--- src/rtl/sata_oob_ctrl.sv ---
// Host-side SATA OOB / link-initialisation sequencer.
// Drives the burst/idle transmitter through COMRESET, COMWAKE, D10.2, ALIGNp and
// SYNCp phases. It reacts to the squelch strobes and the primitive-detect flags
// from the receive path, reports link-up, and retries from COMRESET after any
// timeout.
// Optional build macro SATA_OOB_HOTPLUG_EN: while the link is up, i_rx_elecidle
// held for HOTPLUG_CLKS consecutive clocks drops the link and re-runs COMRESET.
module sata_oob_ctrl #(
  parameter int BURST_CLKS      = 160,
  parameter int RESET_IDLE_CLKS = 480,
  parameter int WAKE_IDLE_CLKS  = 160,
  parameter int N_BURSTS        = 6,
  parameter int RESP_TIMEOUT    = 65535,
  parameter int ALIGN_TIMEOUT   = 32767,
  parameter int HOTPLUG_CLKS    = 4095
) (
  input  logic       i_clk,
  input  logic       i_rst,
  input  logic       i_start,
  input  logic       i_cominit_det,
  input  logic       i_comwake_det,
  input  logic       i_rx_align,
  input  logic       i_rx_nonalign,
  input  logic       i_rx_elecidle,
  output logic       o_tx_burst,
  output logic [1:0] o_tx_prim,
  output logic       o_link_up,
  output logic       o_busy,
  output logic       o_timeout,
  output logic [7:0] o_retry_cnt
);

  // The phase counter must hold the longest burst or idle segment.
  localparam int PH_MAX0 = (BURST_CLKS > RESET_IDLE_CLKS) ? BURST_CLKS : RESET_IDLE_CLKS;
  localparam int PH_MAX  = (PH_MAX0 > WAKE_IDLE_CLKS) ? PH_MAX0 : WAKE_IDLE_CLKS;
  localparam int PH_W    = $clog2(PH_MAX + 1);
  localparam int BC_W    = $clog2(N_BURSTS) + 1;
  localparam int TO_MAX  = (RESP_TIMEOUT > ALIGN_TIMEOUT) ? RESP_TIMEOUT : ALIGN_TIMEOUT;
  localparam int TO_W    = $clog2(TO_MAX + 1);

  localparam logic [PH_W-1:0] BURST_LAST      = PH_W'(BURST_CLKS - 1);
  localparam logic [PH_W-1:0] RESET_IDLE_LAST = PH_W'(RESET_IDLE_CLKS - 1);
  localparam logic [PH_W-1:0] WAKE_IDLE_LAST  = PH_W'(WAKE_IDLE_CLKS - 1);
  localparam logic [BC_W-1:0] BURST_N_LAST    = BC_W'(N_BURSTS - 1);
  localparam logic [TO_W-1:0] RESP_LAST       = TO_W'(RESP_TIMEOUT - 1);
  localparam logic [TO_W-1:0] ALIGN_LAST      = TO_W'(ALIGN_TIMEOUT - 1);

  typedef enum logic [2:0] {
    ST_IDLE,
    ST_COMRESET,
    ST_WAIT_COMINIT,
    ST_COMWAKE,
    ST_WAIT_COMWAKE,
    ST_SEND_D10,
    ST_SEND_ALIGN,
    ST_READY
  } state_t;

  state_t          state_reg, state_next;
  logic [PH_W-1:0] phase_reg, phase_next;
  logic            idle_reg, idle_next;        // 0: burst segment, 1: idle segment
  logic [BC_W-1:0] burst_cnt_reg, burst_cnt_next;
  logic [TO_W-1:0] tmo_cnt_reg, tmo_cnt_next;
  logic            timeout_reg, timeout_next;
  logic [7:0]      retry_reg, retry_next;

  logic [PH_W-1:0] seg_last;
  logic [TO_W-1:0] tmo_limit;
  logic            tmo_hit;
  logic            tmo_expired;
  logic            tmo_counting;

`ifdef SATA_OOB_HOTPLUG_EN
  localparam int              HP_W    = $clog2(HOTPLUG_CLKS + 1);
  localparam logic [HP_W-1:0] HP_LAST = HP_W'(HOTPLUG_CLKS - 1);
  logic [HP_W-1:0] hp_cnt_reg, hp_cnt_next;
  logic            hp_drop;

  // Electrical-idle run length, counted only while the link is up.
  always_ff @(posedge i_clk) begin
    if (i_rst) hp_cnt_reg <= '0;
    else       hp_cnt_reg <= hp_cnt_next;
  end

  // Run length continues only while staying in READY with squelch idle.
  always_comb begin
    hp_cnt_next = '0;
    if (state_reg == ST_READY && state_next == ST_READY && i_rx_elecidle)
      hp_cnt_next = hp_cnt_reg + HP_W'(1);
  end

  assign hp_drop = i_rx_elecidle && (hp_cnt_reg == HP_LAST);
`else
  // Hot-plug detection is not built; the input is deliberately left unused.
  logic unused_hotplug;
  assign unused_hotplug = i_rx_elecidle ^ (HOTPLUG_CLKS != 0);
`endif

  // State and counter registers; reset returns everything to idle at once.
  always_ff @(posedge i_clk) begin
    if (i_rst) begin
      state_reg     <= ST_IDLE;
      phase_reg     <= '0;
      idle_reg      <= 1'b0;
      burst_cnt_reg <= '0;
      tmo_cnt_reg   <= '0;
      timeout_reg   <= 1'b0;
      retry_reg     <= 8'd0;
    end else begin
      state_reg     <= state_next;
      phase_reg     <= phase_next;
      idle_reg      <= idle_next;
      burst_cnt_reg <= burst_cnt_next;
      tmo_cnt_reg   <= tmo_cnt_next;
      timeout_reg   <= timeout_next;
      retry_reg     <= retry_next;
    end
  end

  // Next-state logic: burst/idle sequencing, handshake progress and timeouts.
  always_comb begin
    state_next     = state_reg;
    phase_next     = phase_reg;
    idle_next      = idle_reg;
    burst_cnt_next = burst_cnt_reg;
    tmo_cnt_next   = '0;
    timeout_next   = 1'b0;
    retry_next     = retry_reg;
    tmo_expired    = 1'b0;

    if (!idle_reg)                    seg_last = BURST_LAST;
    else if (state_reg == ST_COMWAKE) seg_last = WAKE_IDLE_LAST;
    else                              seg_last = RESET_IDLE_LAST;

    tmo_limit = (state_reg == ST_WAIT_COMINIT || state_reg == ST_WAIT_COMWAKE)
                ? RESP_LAST : ALIGN_LAST;
    tmo_hit   = (tmo_cnt_reg == tmo_limit);
    tmo_counting = (state_reg == ST_WAIT_COMINIT) || (state_reg == ST_WAIT_COMWAKE) ||
                   (state_reg == ST_SEND_D10)     || (state_reg == ST_SEND_ALIGN);

    case (state_reg)
      ST_IDLE: begin
        if (i_start) begin
          state_next = ST_COMRESET;
          retry_next = 8'd0;
        end
      end
      ST_COMRESET, ST_COMWAKE: begin
        if (phase_reg == seg_last) begin
          phase_next = '0;
          if (!idle_reg) begin
            idle_next = 1'b1;
          end else begin
            idle_next = 1'b0;
            if (burst_cnt_reg == BURST_N_LAST)
              state_next = (state_reg == ST_COMRESET) ? ST_WAIT_COMINIT : ST_WAIT_COMWAKE;
            else
              burst_cnt_next = burst_cnt_reg + BC_W'(1);
          end
        end else begin
          phase_next = phase_reg + PH_W'(1);
        end
      end
      ST_WAIT_COMINIT: begin
        if (i_cominit_det) state_next = ST_COMWAKE;
        else if (tmo_hit)  tmo_expired = 1'b1;
      end
      ST_WAIT_COMWAKE: begin
        if (i_comwake_det) state_next = ST_SEND_D10;
        else if (tmo_hit)  tmo_expired = 1'b1;
      end
      ST_SEND_D10: begin
        if (i_rx_align)   state_next = ST_SEND_ALIGN;
        else if (tmo_hit) tmo_expired = 1'b1;
      end
      ST_SEND_ALIGN: begin
        if (i_rx_nonalign) state_next = ST_READY;
        else if (tmo_hit)  tmo_expired = 1'b1;
      end
      ST_READY: begin
        if (i_start) begin
          state_next = ST_COMRESET;
          retry_next = 8'd0;
        end else if (i_cominit_det) begin
          state_next = ST_COMWAKE;
`ifdef SATA_OOB_HOTPLUG_EN
        end else if (hp_drop) begin
          state_next = ST_COMRESET;
`endif
        end
      end
      default: state_next = ST_IDLE;
    endcase

    // Any timeout restarts the whole sequence from COMRESET.
    if (tmo_expired) begin
      state_next   = ST_COMRESET;
      timeout_next = 1'b1;
      retry_next   = (retry_reg == 8'hFF) ? retry_reg : retry_reg + 8'd1;
    end

    // Every state entry starts with fresh counters.
    if (state_next != state_reg) begin
      phase_next     = '0;
      idle_next      = 1'b0;
      burst_cnt_next = '0;
    end else if (tmo_counting) begin
      tmo_cnt_next = tmo_cnt_reg + TO_W'(1);
    end
  end

  // Outputs decode directly from registered state.
  assign o_tx_burst  = (((state_reg == ST_COMRESET) || (state_reg == ST_COMWAKE)) && !idle_reg) ||
                       (state_reg == ST_SEND_D10) || (state_reg == ST_SEND_ALIGN) ||
                       (state_reg == ST_READY);
  assign o_tx_prim   = (state_reg == ST_SEND_ALIGN) ? 2'd1 :
                       (state_reg == ST_READY)      ? 2'd2 : 2'd0;
  assign o_link_up   = (state_reg == ST_READY);
  assign o_busy      = (state_reg != ST_IDLE) && (state_reg != ST_READY);
  assign o_timeout   = timeout_reg;
  assign o_retry_cnt = retry_reg;

endmodule

--- config.mk ---
export PLATFORM = sky130hd
export DESIGN_NAME = sata_oob_ctrl
export DESIGN_NICKNAME = d
export VERILOG_FILES = /design/src/rtl/sata_oob_ctrl.sv
export SDC_FILE = /design/constraint.sdc
export NUM_CORES = 1
export LEC_CHECK = 0
export BUFFER_PORTS_ARGS = -buffer_cell sky130_fd_sc_hd__buf_2
export CAP_MARGIN = 20
export CELL_PAD_IN_SITES_DETAIL_PLACEMENT = 2
export CELL_PAD_IN_SITES_GLOBAL_PLACEMENT = 2
export CORE_MARGIN = 2
export CORE_UTILIZATION = 41
export CTS_BUF_LIST = sky130_fd_sc_hd__clkbuf_2
export CTS_CLUSTER_DIAMETER = 60
export DETAILED_ROUTE_END_ITERATION = 10
export MAX_ROUTING_LAYER = met4
export PLACE_DENSITY_LB_ADDON = 0.1
export SYNTH_ARGS = -nofsm -noshare
export SYNTH_HDL_FRONTEND = slang
export SYNTH_SLANG_ARGS = --single-unit
--- constraint.sdc ---
create_clock -name i_clk -period 3.3 [get_ports i_clk]
set_input_delay 0.66 -clock i_clk [delete_from_list [all_inputs] [get_ports i_clk]]
set_output_delay 0.66 -clock i_clk [all_outputs]
set_load 0.1 [all_outputs]
# [Word-level counts from Yosys, hierarchy flattened]
# Cells that the tools add are included.
[op_classes] muxes=30 n_eq_ne=14 n_reduce_logical=21 add_sub_neg=4 n_bitwise=2
[op_table] op="$mux 3" n=11
[op_table] op="$mux 8" n=4
[op_table] op="$mux 9" n=3
[op_table] op="$pmux 3 s7" n=1
[op_table] op="$add 16x1->16 const B" n=1
[op_table] op="$eq 16x16->1" n=1
[op_table] op="$mux 16" n=1
[op_table] op="$eq 3x3->1 const B" n=4
[op_table] op="$add 9x1->9 const B" n=1
[op_table] op="$eq 9x9->1" n=1
[op_table] op="$add 8x1->8 const B" n=1
[op_table] op="$eq 8x8->1 const B" n=1
[op_table] op="$logic_or 1x1->1" n=7
[op_table] op="$mux 1" n=7
[op_table] op="$eq 3x2->1 const B" n=2
[op_table] op="$reduce_or 2->1" n=3
[op_table] op="$add 4x1->4 const B" n=1
[op_table] op="$eq 4x3->1 const B" n=1
[op_table] op="$mux 2" n=2
[op_table] op="$pmux 1 s4" n=1
[op_table] op="$reduce_and 4->1" n=1
[op_table] op="$reduce_bool 2->1" n=2
[op_table] op="$eq 3x1->1 const B" n=1
[op_table] op="$logic_not 3->1" n=1
[op_table] op="10 further kinds" n=12
[totals] wordCells=78 register_bits=42 out_inout_bits=14

# [Logic depth before layout (Yosys ltp)]
# Gate-level depths: netlist of the first run.
[logic_depth] ltp_word=10 depth_mapped=8

# [Worst setup path before layout of the first run]
# Ideal clock, no wire load.
[synth_timing] kind="reg-to-output" start="register state_reg[1]" end="output o_busy" path_stages_with_launch=5 slack_ns=0.102 t_required_ns=2.640 path_buffers=2 arrival_ns=2.538 cell_sequence="dfxtp_1 > buf_6 > buf_2 > and3_1 > nor2_1"
[synth_between] elab_chain_cells=2 word_cells_on_any_way=3 classes_between="1 x eq/ne; 2 x reduce/logical"
[synth_lines] element="start, declared" line="59" source="state_t state_reg, state_next;"
[synth_lines] element="start signal, assigned" line="110" source="state_reg <= state_next;"
[synth_lines] element="$ne 3x3->1 / $reduce_bool 3->1 (equally long branches)" line="219" source="assign o_busy = (state_reg != ST_IDLE) && (state_reg != ST_READY);"
[synth_lines] element="$logic_and 1x1->1 (*)" line="219"
[synth_lines] element="end, declared" line="28" source="output logic o_busy,"
# Every way passes the cells marked *; elsewhere a longest branch is shown, timed or not.

# [Final worst setup path of the first run]
[layout_timing] start="register state_reg[1]" end="register tmo_cnt_reg[4]"
[layout_between] elab_chain_cells=10 word_cells_on_any_way=38 classes_between="10 x eq/ne; 21 x mux; 1 x bitwise; 6 x reduce/logical"
[layout_lines] element="$eq 3x2->1 / $eq 3x3->1 (equally long branches)" line="135, 138, 141"
[layout_lines] element="$logic_or 1x1->1" line="135, 138"
[layout_lines] element="$mux 16" line="136" source="? RESP_LAST : ALIGN_LAST;"
[layout_lines] element="$eq 16x16->1" line="137" source="tmo_hit = (tmo_cnt_reg == tmo_limit);"
[layout_lines] element="$mux 1"
[layout_lines] element="$mux 1 (on tied branches)"
[layout_lines] element="$pmux 1 s4" line="141" source="case (state_reg)"
[layout_lines] element="$mux 3" line="196" source="if (tmo_expired) begin"
[layout_lines] element="$ne 3x3->1" line="203" source="if (state_next != state_reg) begin"
[layout_lines] element="$reduce_or 3->1 (no source line) (*)"
[layout_lines] element="end signal, assigned" line="114" source="tmo_cnt_reg <= tmo_cnt_next;"
[layout_lines] element="end, declared" line="63" source="logic [TO_W-1:0] tmo_cnt_reg, tmo_cnt_next;"
# Marks and branches as above.
# A chain may end at the register's enable or synchronous reset.

==> results.tsv, run 1 <==
stage	metric	value	unit
logic_synthesis	synth.distinct_cells	55	
timing	fin_crit_sh	78.11	%
worst_setup_path	r2r_start	state_reg[1]$_SDFF_PP0_	
clock_tree	post_cts_resized	0	
logic_synthesis	synth_top_area_share	34.16	%
cells_and_area	final.fill_count	679	
timing	tightest_slew	0.9266	ns
clock_tree	root_buffer	clkbuf_2	
clock_tree	cts_max_level	2	
cells_and_area	largest_reg_flops	16	
pwr	worst_ir_drop_vdd	0.2556	mV
grt	grt_overflow	0	
placed_design	dpl.hpwl	4.465	mm
clock_tree	post_cts_buffers	0	
worst_hold_path	hp-start	tmo_cnt_reg[0]$_SDFF_PP0_	
worst_setup_path	crit_buf_inv	1	
die	core	5851	um^2
worst_setup_path	cp_slowest_cell	o211ai_2	
worst_setup_path	crit_chain	nand2b_1 -> a2111oi_0 -> nand3_1 -> o211ai_2 -> buf_4 -> nor3_1	
cells_and_area	diodes	0	
worst_setup_path	arrival	2.88	ns
route	num_vias	2096	
worst_setup_path	crit_family	compound AO/OA/AOI/OAI gates	
timing	hold_viol_final	0	
worst_setup_path	max_stage_delay	0.75	ns
cells_and_area	seq_area	840.8	um^2
timing	finalSetupViolCount	0	
cells_and_area	layout.nets	308	
timing	fmax	0.3880	GHz
worst_setup_path	cp_max_fo	17	
timing	slew_headroom	38.05	%
timing	rsz0062_at_grt	false	
clock_tree	cts.clk_slew.worst_paths	0.24	ns
grt	grt_usage	20.32	%
route	wl_per_cell	16.53	um
cells_and_area	most-common-layout-cells	dfxtp_1 (42), nor3_1 (26), nand2_1 (23)	
die	num_io_pins	22	
logic_synthesis	yosysSeqAreaShare	34.16	%
grt	antenna_found_initial	0	
worst_setup_path	worst_setup_path_end_kind	flip-flop	
cells_and_area	postLayoutCellArea	2664	um^2
clock_tree	clockBufferDepth	2	
timing	min_period	2.578	ns
cells_and_area	layout_commonest_cell	dfxtp_1	
placed_design	place_congestion	0.7322	
cells_and_area	drive_gt1_share	18.98	%
placed_design	portBuffers	20	
outcome	status	completed	
logic_synthesis	synth_area_leaders	dfxtp_1 (34%), nor3_1 (5.3%), xor2_1 (5.0%), xnor2_1 (3.9%), nor4_2 (3.6%)	
worst_setup_path	required	3.61	ns
logic_synthesis	postSynthAreaPerCell	8.885	um^2
clock_tree	clk_latency	0.40	ns
die	die_y	81.48	um
cells_and_area	area_growth_syn_to_layout	8.236	%
run	cap_violations	0	
route	vias_per_cell	5.665	
timing	slew_viol_final	0	
clock_tree	clock_sinks	42	
die	initial_core_util	42.07	%
route	detail_route.iter0.violations	64	
worst_setup_path	startpoint_type	flip-flop	
logic_synthesis	netlist_instances	277	
die	row_count	28	
route	drc_errors	0	
route	ant_nets	0	
worst_hold_path	min_path_type	reg -> reg	
grt	grt_pass1_wl	10.25	mm
placed_design	postPlaceCellArea	2595	um^2
timing	skew	0.01881	ns
worst_setup_path	worstSetupStartpoint	state_reg[1]$_SDFF_PP0_	
grt	grt_max_degree	18	
logic_synthesis	syn-num-nets	291	
pwr	power_leakage	0.9190	nW
grt	first_global_vias	2149	
logic_synthesis	yosys_warnings	0	
pwr	powerDensity	338.3	nW/um^2
die	dieArea	6638	um^2
logic_synthesis	synth_top_area_cell	dfxtp_1	
route	dr.pass1.iters	4	
clock_tree	cts_tree	done	
worst_setup_path	setup.worst_path.class	reg -> reg	
clock_tree	cts_hold_buf	0	
timing	fin_setup_tns	0	ns
logic_synthesis	syn_area	2461	um^2
cells_and_area	multi_input_area	1481	um^2
die	die_w	81.48	um
clock_tree	numCtsBuffers	5	
route	totalWireLength	6.115	mm
logic_synthesis	synth-seq-cells	42	
[through the flow]
step                total power, mW  util (%)  instances  worst slack [ns]  hold WS (ns)
global placement             0.5926     44.35        362            0.7319        0.4736
CTS                          0.9198     45.53        370            0.6823        0.5068
finish                       0.9012     45.53        370            0.7224        0.5028
detailed placement           0.5942     44.35        362            0.6632        0.4802
floorplan                    0.5783         -        277            0.1024        0.4557
global route                 0.9405     45.53        370            0.4380        0.5106
[path summary, 6_finish.rpt]
path,endpoint,slack (ns),depth (start not counted)
max reg2reg,tmo_cnt_reg[4]$_SDFF_PP0_,0.72,6
max,tmo_cnt_reg[4]$_SDFF_PP0_,0.72,6
min reg2reg,tmo_cnt_reg[0]$_SDFF_PP0_,0.50,1
min,tmo_cnt_reg[0]$_SDFF_PP0_,0.50,1
[per-layer routing]
layer  track usage (%)  vias up  routed length [um]
met3             2.967        2                 154
li1                  -     1034                   -
met5                 -        -                   0
met2             34.67       25                2999
met1             25.91     1035                2931
met4             3.559        0                  30
[cell type report]
| class | instances | share of cell area [%] |
|---|---|---|
| clock buffer | 5 | 0.9394 |
| inverter | 7 | 0.9864 |
| multi-input combinational | 211 | 55.61 |
| timing repair buffer | 27 | 5.730 |
| sequential | 42 | 31.56 |
| tap | 75 | 3.523 |
| clock inverter | 3 | 1.644 |
[synth_stat cells (all sizes together)]
library cell / count
a2111oi: 1
a211o: 1
a211oi: 2
a21boi: 3
a21o: 3
a21oi: 6
a22oi: 1
a31oi: 3
and2: 3
and3: 9
and4bb: 2
buf: 14
clkbuf: 3
dfxtp: 42
ha: 6
inv: 7
mux2: 1
mux2i: 5
nand2: 23
nand2b: 6
nand3: 12
nand3b: 2
nand4: 10
nand4bb: 1
nor2: 15
nor2b: 3
nor3: 27
nor3b: 1
nor4: 9
nor4b: 1
o211ai: 3
o21a: 2
o21ai: 4
o22ai: 1
o311ai: 2
o31ai: 4
o32a: 1
o41ai: 2
or2: 3
or3: 5
or4: 3
xnor2: 11
xor2: 14
[kinds of logic (layout without fill, tap and decap cells)]
family	Yosys count	after routing	share of synthesized area (%)
and+or+nand+nor	135	135	33.71
adders and majority gates	6	6	3.050
xor gates and xnor gates	25	25	8.897
AOI/OAI and AO/OA	39	39	11.90
muxes	6	6	2.644
DFF	42	42	34.16
buffers and inverters	24	42	5.643
[where the power goes]
part | total, mW | internal (mW) | switching (mW) | leakage (nW)
clock network | 0.317 | 0.130 | 0.187 | 0.0433
registers | 0.515 | 0.511 | 0.00406 | 0.339
logic | 0.0685 | 0.0202 | 0.0483 | 0.537
total | 0.901 | 0.661 | 0.240 | 0.919
(Power assumes the default switching activity.)
==> run 2: changes to the inputs <==
--- a/config.mk
+++ b/config.mk
@@ -10,7 +10,7 @@
 export CELL_PAD_IN_SITES_DETAIL_PLACEMENT = 2
 export CELL_PAD_IN_SITES_GLOBAL_PLACEMENT = 2
 export CORE_MARGIN = 2
-export CORE_UTILIZATION = 41
+export CORE_UTILIZATION = 38
 export CTS_BUF_LIST = sky130_fd_sc_hd__clkbuf_2
 export CTS_CLUSTER_DIAMETER = 60
 export DETAILED_ROUTE_END_ITERATION = 10
==> constraint.sdc (replaced) <==
create_clock -name i_clk -period 2.7 [get_ports i_clk]
set_input_delay 0.54 -clock i_clk [delete_from_list [all_inputs] [get_ports i_clk]]
set_output_delay 0.54 -clock i_clk [all_outputs]
set_load 0.1 [all_outputs]
==> run 2 against run 1 <==
  * Non-clock buffer count shrank 1
  * Routed wire length up 1.2%
  * Count of clock-buffer cells in the layout unchanged
  * Hold slack lost 0.15 ns
  * Total power up 33%
  * Core utilization fell by 2.8 points
  * Sequential power is 22% higher
  * Register-to-register slack lost 0.20 ns
  * Clock power grew 51%
  * Combinational power increased by 27%
==> results.tsv, run 2 (same netlist as run 1, synthesis figures left out) <==
stage	metric	value	unit	change
pwr	power_leakage	0.9277	nW	was 0.9190 nW
clock_tree	numCtsBuffers	5		unchanged
timing	hold_viol_final	0		unchanged
cells_and_area	most-common-layout-cells	dfxtp_1 (40), nor3_1 (26), nand2_1 (23)		was dfxtp_1 (42), nor3_1 (26), nand2_1 (23)
route	wl_per_cell	16.68	um	was 16.53 um
outcome	status	completed		unchanged
cells_and_area	drive_gt1_share	19.73	%	was 18.98%
cells_and_area	final.fill_count	726		was 679
worst_setup_path	r2r_slack	0.52	ns	was 0.72 ns
clock_tree	cts_hold_buf	0		unchanged
route	dr.pass1.iters	4		unchanged
route	ant_nets	0		unchanged
timing	skew	0.03783	ns	was 0.01881 ns
worst_setup_path	cp_max_fo	13		was 17
timing	rsz0062_at_grt	false		unchanged
worst_setup_path	startpoint_type	flip-flop		unchanged
timing	slew_viol_final	0		unchanged
worst_setup_path	cp_slowest_cell	dfxtp_1		was o211ai_2
die	dieArea	7136	um^2	was 6638 um^2
cells_and_area	largest_reg_flops	16		unchanged
grt	first_global_vias	2235		was 2149
worst_setup_path	setup.worst_path.class	reg -> out		was reg -> reg
worst_setup_path	worst_setup_path_end_kind	output pin		was flip-flop
clock_tree	post_cts_resized	0		unchanged
grt	grt_overflow	0		unchanged
clock_tree	cts.clk_slew.worst_paths	0.26	ns	was 0.24 ns
cells_and_area	seq_area	843.3	um^2	was 840.8 um^2
placed_design	dpl.hpwl	4.390	mm	was 4.465 mm
pwr	worst_ir_drop_vdd	0.2139	mV	was 0.2556 mV
cells_and_area	multi_input_area	1488	um^2	was 1481 um^2
die	core	6314	um^2	was 5851 um^2
die	die_y	84.48	um	was 81.48 um
pwr	powerDensity	442.9	nW/um^2	was 338.3 nW/um^2
route	drc_errors	0		unchanged
die	die_w	84.48	um	was 81.48 um
worst_hold_path	whs_path_depth	2		was 1
worst_setup_path	required	2.16	ns	was 3.61 ns
clock_tree	clock_sinks	42		unchanged
timing	min_period	2.454	ns	
run	cap_violations	0		unchanged
worst_setup_path	arrival	1.91	ns	was 2.88 ns
worst_setup_path	reg2reg_to	burst_cnt_reg[1]$_SDFFE_PP0P_		was tmo_cnt_reg[4]$_SDFF_PP0_
placed_design	portBuffers	20		unchanged
worst_hold_path	min_path_type	in -> reg		was reg -> reg
cells_and_area	layout.nets	307		was 308
route	totalWireLength	6.187	mm	was 6.115 mm
clock_tree	clk_latency	0.44	ns	was 0.40 ns
clock_tree	post_cts_buffers	0		unchanged
route	detail_route.iter0.violations	90		was 64
grt	grt_pass1_wl	10.95	mm	was 10.25 mm
timing	fin_setup_tns	0	ns	unchanged
worst_setup_path	r2r_start	state_reg[0]$_SDFF_PP0_		was state_reg[1]$_SDFF_PP0_
route	num_vias	2073		was 2096
timing	finalSetupViolCount	0		unchanged
die	num_io_pins	22		unchanged
cells_and_area	area_growth_syn_to_layout	9.710	%	was 8.236%
worst_setup_path	crit_chain	buf_4 -> a21oi_1 -> a21oi_2 -> buf_2		was nand2b_1 -> a2111oi_0 -> nand3_1 -> o211ai_2 -> buf_4 -> nor3_1
worst_hold_path	min_to	state_reg[0]$_SDFF_PP0_		was tmo_cnt_reg[0]$_SDFF_PP0_
placed_design	placed_cells	363		was 362
pwr	total_power	1.196	mW	was 901.2 uW
clock_tree	cts_max_level	2		unchanged
worst_setup_path	ff2ff_path_depth	5		was 6
placed_design	place_congestion	0.7070		was 0.7322
worst_hold_path	hp-start	i_rst		was tmo_cnt_reg[0]$_SDFF_PP0_
route	vias_per_cell	5.588		was 5.665
clock_tree	root_buffer	clkbuf_2		unchanged
die	row_count	29		was 28
timing	fin_crit_sh	90.88	%	
cells_and_area	diodes	0		unchanged
worst_setup_path	max_stage_delay	0.64	ns	was 0.75 ns
timing	slew_headroom	65.92	%	was 38.05%
grt	antenna_found_initial	0		unchanged
cells_and_area	instances_no_fill	371		was 370
cells_and_area	utilization	42.77	%	was 45.53%
grt	grt_max_degree	31		was 18
timing	fmax	0.4075	GHz	
clock_tree	clockBufferDepth	2		unchanged
clock_tree	cts_tree	done		unchanged
grt	grt_usage	19.44	%	was 20.32%
die	initial_core_util	38.98	%	was 42.07%
timing	tightest_slew	0.5094	ns	was 0.9266 ns
cells_and_area	layout_commonest_cell	dfxtp_1		unchanged
-- run 2: where the power goes --
part / internal (mW) / switching, mW
logic: 0.0267 / 0.0600
clock network: 0.246 / 0.233
registers: 0.624 / 0.00584
total: 0.897 / 0.298
-- run 2: how the worst max path moves through the flow --
stage	startpoint	end	slack [ns]	depth (start not counted)
after floorplan	state_reg[1]$_SDFF_PP0_	o_busy	0.08	4
after global placement	state_reg[2]$_SDFF_PP0_	o_retry_cnt[4]$_SDFFE_PP0P_	0.50	5
after detailed placement	state_reg[2]$_SDFF_PP0_	o_retry_cnt[6]$_SDFFE_PP0P_	0.44	5
after CTS	state_reg[1]$_SDFF_PP0_	o_link_up	0.07	3
after global routing	state_reg[0]$_SDFF_PP0_	o_tx_burst	0.13	4
final	state_reg[0]$_SDFF_PP0_	o_tx_burst	0.25	4
-- run 2: cell type report --
cell class	count	area share, %
clock buffers	5	0.9268
clock inverters	3	2.363
inverters	7	0.9731
multi-input cells	211	55.10
flip-flops and latches	42	31.23
well taps	77	3.568
repair buffers	26	5.839
-- run 2: worst max-delay path: cells and delay by family (launching register included) --
kind / cells / cell delay [ns]
DFF: 1 / 0.64
AOI/OAI and AO/OA: 2 / 0.15
buffers and inverters: 2 / 0.66
-- run 2: routing by layer --
metal / vias up / wire (um) / GRT usage [%]
met5: - / 0 / -
met4: 0 / 53 / 5.772
met3: 4 / 155 / 3.441
met2: 21 / 3024 / 31.31
met1: 1018 / 2953 / 25.06
li1: 1030 / - / -
-- run 2: per-stage QoR --
stage	area (um^2)	worst slack, ns	hold WS, ns
CTS	2698	0.07041	0.3323
floorplan	2467	0.07583	0.4557
global placement	2609	0.4958	0.4746
global route	2700	0.1251	0.3619
detailed placement	2609	0.4421	0.4984
finish	2700	0.2463	0.3550
==> run 3: changes to the inputs <==
--- a/config.mk
+++ b/config.mk
@@ -7,10 +7,8 @@
 export LEC_CHECK = 0
 export BUFFER_PORTS_ARGS = -buffer_cell sky130_fd_sc_hd__buf_2
 export CAP_MARGIN = 20
-export CELL_PAD_IN_SITES_DETAIL_PLACEMENT = 2
-export CELL_PAD_IN_SITES_GLOBAL_PLACEMENT = 2
 export CORE_MARGIN = 2
-export CORE_UTILIZATION = 38
+export CORE_UTILIZATION = 45
 export CTS_BUF_LIST = sky130_fd_sc_hd__clkbuf_2
 export CTS_CLUSTER_DIAMETER = 60
 export DETAILED_ROUTE_END_ITERATION = 10
==> run 3 against run 2 <==
  * Clock power shrank 28%
  * Total power shrank 12%
  * Cell count shrank 2.4%
  * Sequential cell count did not move
  * Critical endpoint is now o_link_up
==> results.tsv, run 3 (same netlist as run 1, synthesis figures left out) <==
stage	metric	value	unit	change
worst_setup_path	r2r_start	state_reg[1]$_SDFF_PP0_		was state_reg[0]$_SDFF_PP0_
timing	min_period	2.499	ns	was 2.454 ns
worst_setup_path	cp_max_fo	19		was 13
cells_and_area	most-common-layout-cells	dfxtp_1 (42), nor3_1 (26), nand2_1 (23)		was dfxtp_1 (40), nor3_1 (26), nand2_1 (23)
die	num_io_pins	22		unchanged
cells_and_area	instances_no_fill	362		was 371
route	wl_per_cell	13.33	um	was 16.68 um
die	dieArea	6077	um^2	was 7136 um^2
clock_tree	cts_hold_buf	0		unchanged
route	drc_errors	0		unchanged
worst_setup_path	worst_setup_path_end_kind	output pin		unchanged
pwr	switching_share	24.39	%	was 24.96%
route	vias_per_cell	5.470		was 5.588
pwr	p_int	799.5	uW	was 897.4 uW
timing	finalSetupViolCount	0		unchanged
grt	first_global_vias	1820		was 2235
timing	timing.hold.ws	0.4106	ns	was 0.3550 ns
die	row_count	26		was 29
clock_tree	cts_max_level	2		unchanged
clock_tree	numCtsBuffers	5		unchanged
worst_setup_path	required	2.16	ns	about the same
pwr	p_seq_share	59.5	%	was 52.7%
cells_and_area	area_growth_syn_to_layout	7.727	%	was 9.710%
timing	fmax	0.4001	GHz	was 0.4075 GHz
route	totalWireLength	4.824	mm	was 6.187 mm
timing	fin_setup_tns	0	ns	unchanged
clock_tree	cts_tree	done		unchanged
clock_tree	clk_latency	0.39	ns	was 0.44 ns
worst_setup_path	crit_family	flip-flops		was buffers and inverters
worst_hold_path	min_path_type	in -> reg		unchanged
cells_and_area	layout.nets	306		was 307
clock_tree	root_buffer	clkbuf_2		unchanged
worst_hold_path	whs_path_depth	2		unchanged
die	die_w	77.96	um	was 84.48 um
cells_and_area	utilization	50.94	%	was 42.77%
route	dr.pass1.iters	4		unchanged
worst_setup_path	cp.depth	2		was 4
cells_and_area	diodes	0		unchanged
timing	rsz0062_at_grt	false		unchanged
outcome	status	completed		unchanged
worst_setup_path	setup.worst_path.class	reg -> out		unchanged
pwr	p_sw	257.9	uW	was 298.5 uW
placed_design	dpl.hpwl	3.296	mm	was 4.390 mm
die	die_y	77.96	um	was 84.48 um
worst_hold_path	min_to	state_reg[0]$_SDFF_PP0_		unchanged
die	initial_core_util	47.28	%	was 38.98%
grt	grt_max_degree	31		unchanged
clock_tree	post_cts_resized	0		unchanged
timing	slew_headroom	56.15	%	was 65.92%
route	ant_nets	0		unchanged
pwr	clkPwrFrac	32.5	%	was 40.0%
worst_setup_path	crit_buf_inv	1		was 2
clock_tree	clock_sinks	42		unchanged
grt	antenna_found_initial	0		unchanged
pwr	powerDensity	398.8	nW/um^2	was 442.9 nW/um^2
placed_design	portBuffers	20		unchanged
clock_tree	post_cts_buffers	0		unchanged
worst_setup_path	reg2reg_to	o_retry_cnt[4]$_SDFFE_PP0P_		was burst_cnt_reg[1]$_SDFFE_PP0P_
worst_setup_path	max_stage_delay	0.79	ns	was 0.64 ns
cells_and_area	largest_reg_flops	16		unchanged
clock_tree	cts.clk_slew.worst_paths	0.21	ns	was 0.26 ns
pwr	worst_ir_drop_vdd	0.2339	mV	was 0.2139 mV
timing	slew_viol_final	0		unchanged
timing	hold_viol_final	0		unchanged
clock_tree	clockBufferDepth	2		unchanged
placed_design	place_congestion	0.7864		was 0.7070
worst_setup_path	arrival	1.96	ns	was 1.91 ns
route	detail_route.iter0.violations	118		was 90
run	cap_violations	0		unchanged
timing	skew	0.02655	ns	was 0.03783 ns
grt	grt_overflow	0		unchanged
placed_design	placed_cells	355		was 363
pwr	power_leakage	0.9071	nW	was 0.9277 nW
cells_and_area	layout_commonest_cell	dfxtp_1		unchanged
grt	grt_pass1_wl	8.500	mm	was 10.95 mm
worst_hold_path	hp-start	i_rst		unchanged
worst_setup_path	crit_chain	and3_1 -> buf_2		was buf_4 -> a21oi_1 -> a21oi_2 -> buf_2
worst_setup_path	r2r_slack	0.40	ns	was 0.52 ns
grt	grt_usage	17.53	%	was 19.44%
worst_setup_path	ff2ff_path_depth	5		unchanged
cells_and_area	drive_gt1_share	18.49	%	was 19.73%
timing	fin_crit_sh	92.57	%	was 90.88%
worst_setup_path	cp_slowest_cell	dfxtp_1		unchanged
pwr	power_frac_comb	8.0	%	was 7.3%
route	num_vias	1980		was 2073
die	core	5205	um^2	was 6314 um^2
timing	tightest_slew	0.6569	ns	was 0.5094 ns
worst_setup_path	startpoint_type	flip-flop		unchanged
run 3: changes by cell type in the layout (fill, tap and decap cells not counted):
cell | before | now
dfxtp_1 | 40 | 42
dfxtp_2 | 2 | 0
bufinv_16 | 2 | 1
buf_4 | 5 | 4
run 3: how the worst max path moves through the flow:
stage	from	endpoint	slack, ns
floorplan	state_reg[1]$_SDFF_PP0_	o_busy	0.08
global placement	state_reg[1]$_SDFF_PP0_	burst_cnt_reg[1]$_SDFFE_PP0P_	0.49
detailed placement	state_reg[1]$_SDFF_PP0_	o_retry_cnt[4]$_SDFFE_PP0P_	0.44
CTS	state_reg[1]$_SDFF_PP0_	o_link_up	0.17
global route	state_reg[1]$_SDFF_PP0_	o_link_up	0.07
finish	state_reg[1]$_SDFF_PP0_	o_link_up	0.20
run 3: area by class of cell:
cell class / count / area, um^2
clock buffers: 5 / 25.02
clock inverters: 2 / 33.78
fillers: 513 / 2554
inverters: 7 / 26.28
multi-input cells: 211 / 1488
flip-flops and latches: 42 / 840.8
well taps: 70 / 87.58
repair buffers: 25 / 150.1
run 3: metrics by stage:
step                      power (mW)  cell area (um^2)  setup slack, ns
after floorplan               0.7077              2467          0.07583
after global placement        0.7270              2592           0.4871
after detailed placement      0.7268              2592           0.4432
after CTS                      1.079              2651           0.1679
after global routing           1.105              2651          0.06665
final                          1.057              2651           0.2006
run 3: layer usage:
metal	track usage (%)	part of all wire, %
met3	3.953	2.7
met1	24.54	54
met4	4.211	0.44
met2	25.69	43
met5	-	0
run 3: power groups by stage:
stage | registers (mW) | clock network [mW] | logic (mW)
after floorplan | 0.638 | 0 | 0.0699
after global placement | 0.642 | 0 | 0.0853
after detailed placement | 0.642 | 0 | 0.0849
after CTS | 0.630 | 0.363 | 0.0855
after global routing | 0.631 | 0.380 | 0.0939
final | 0.629 | 0.343 | 0.0848
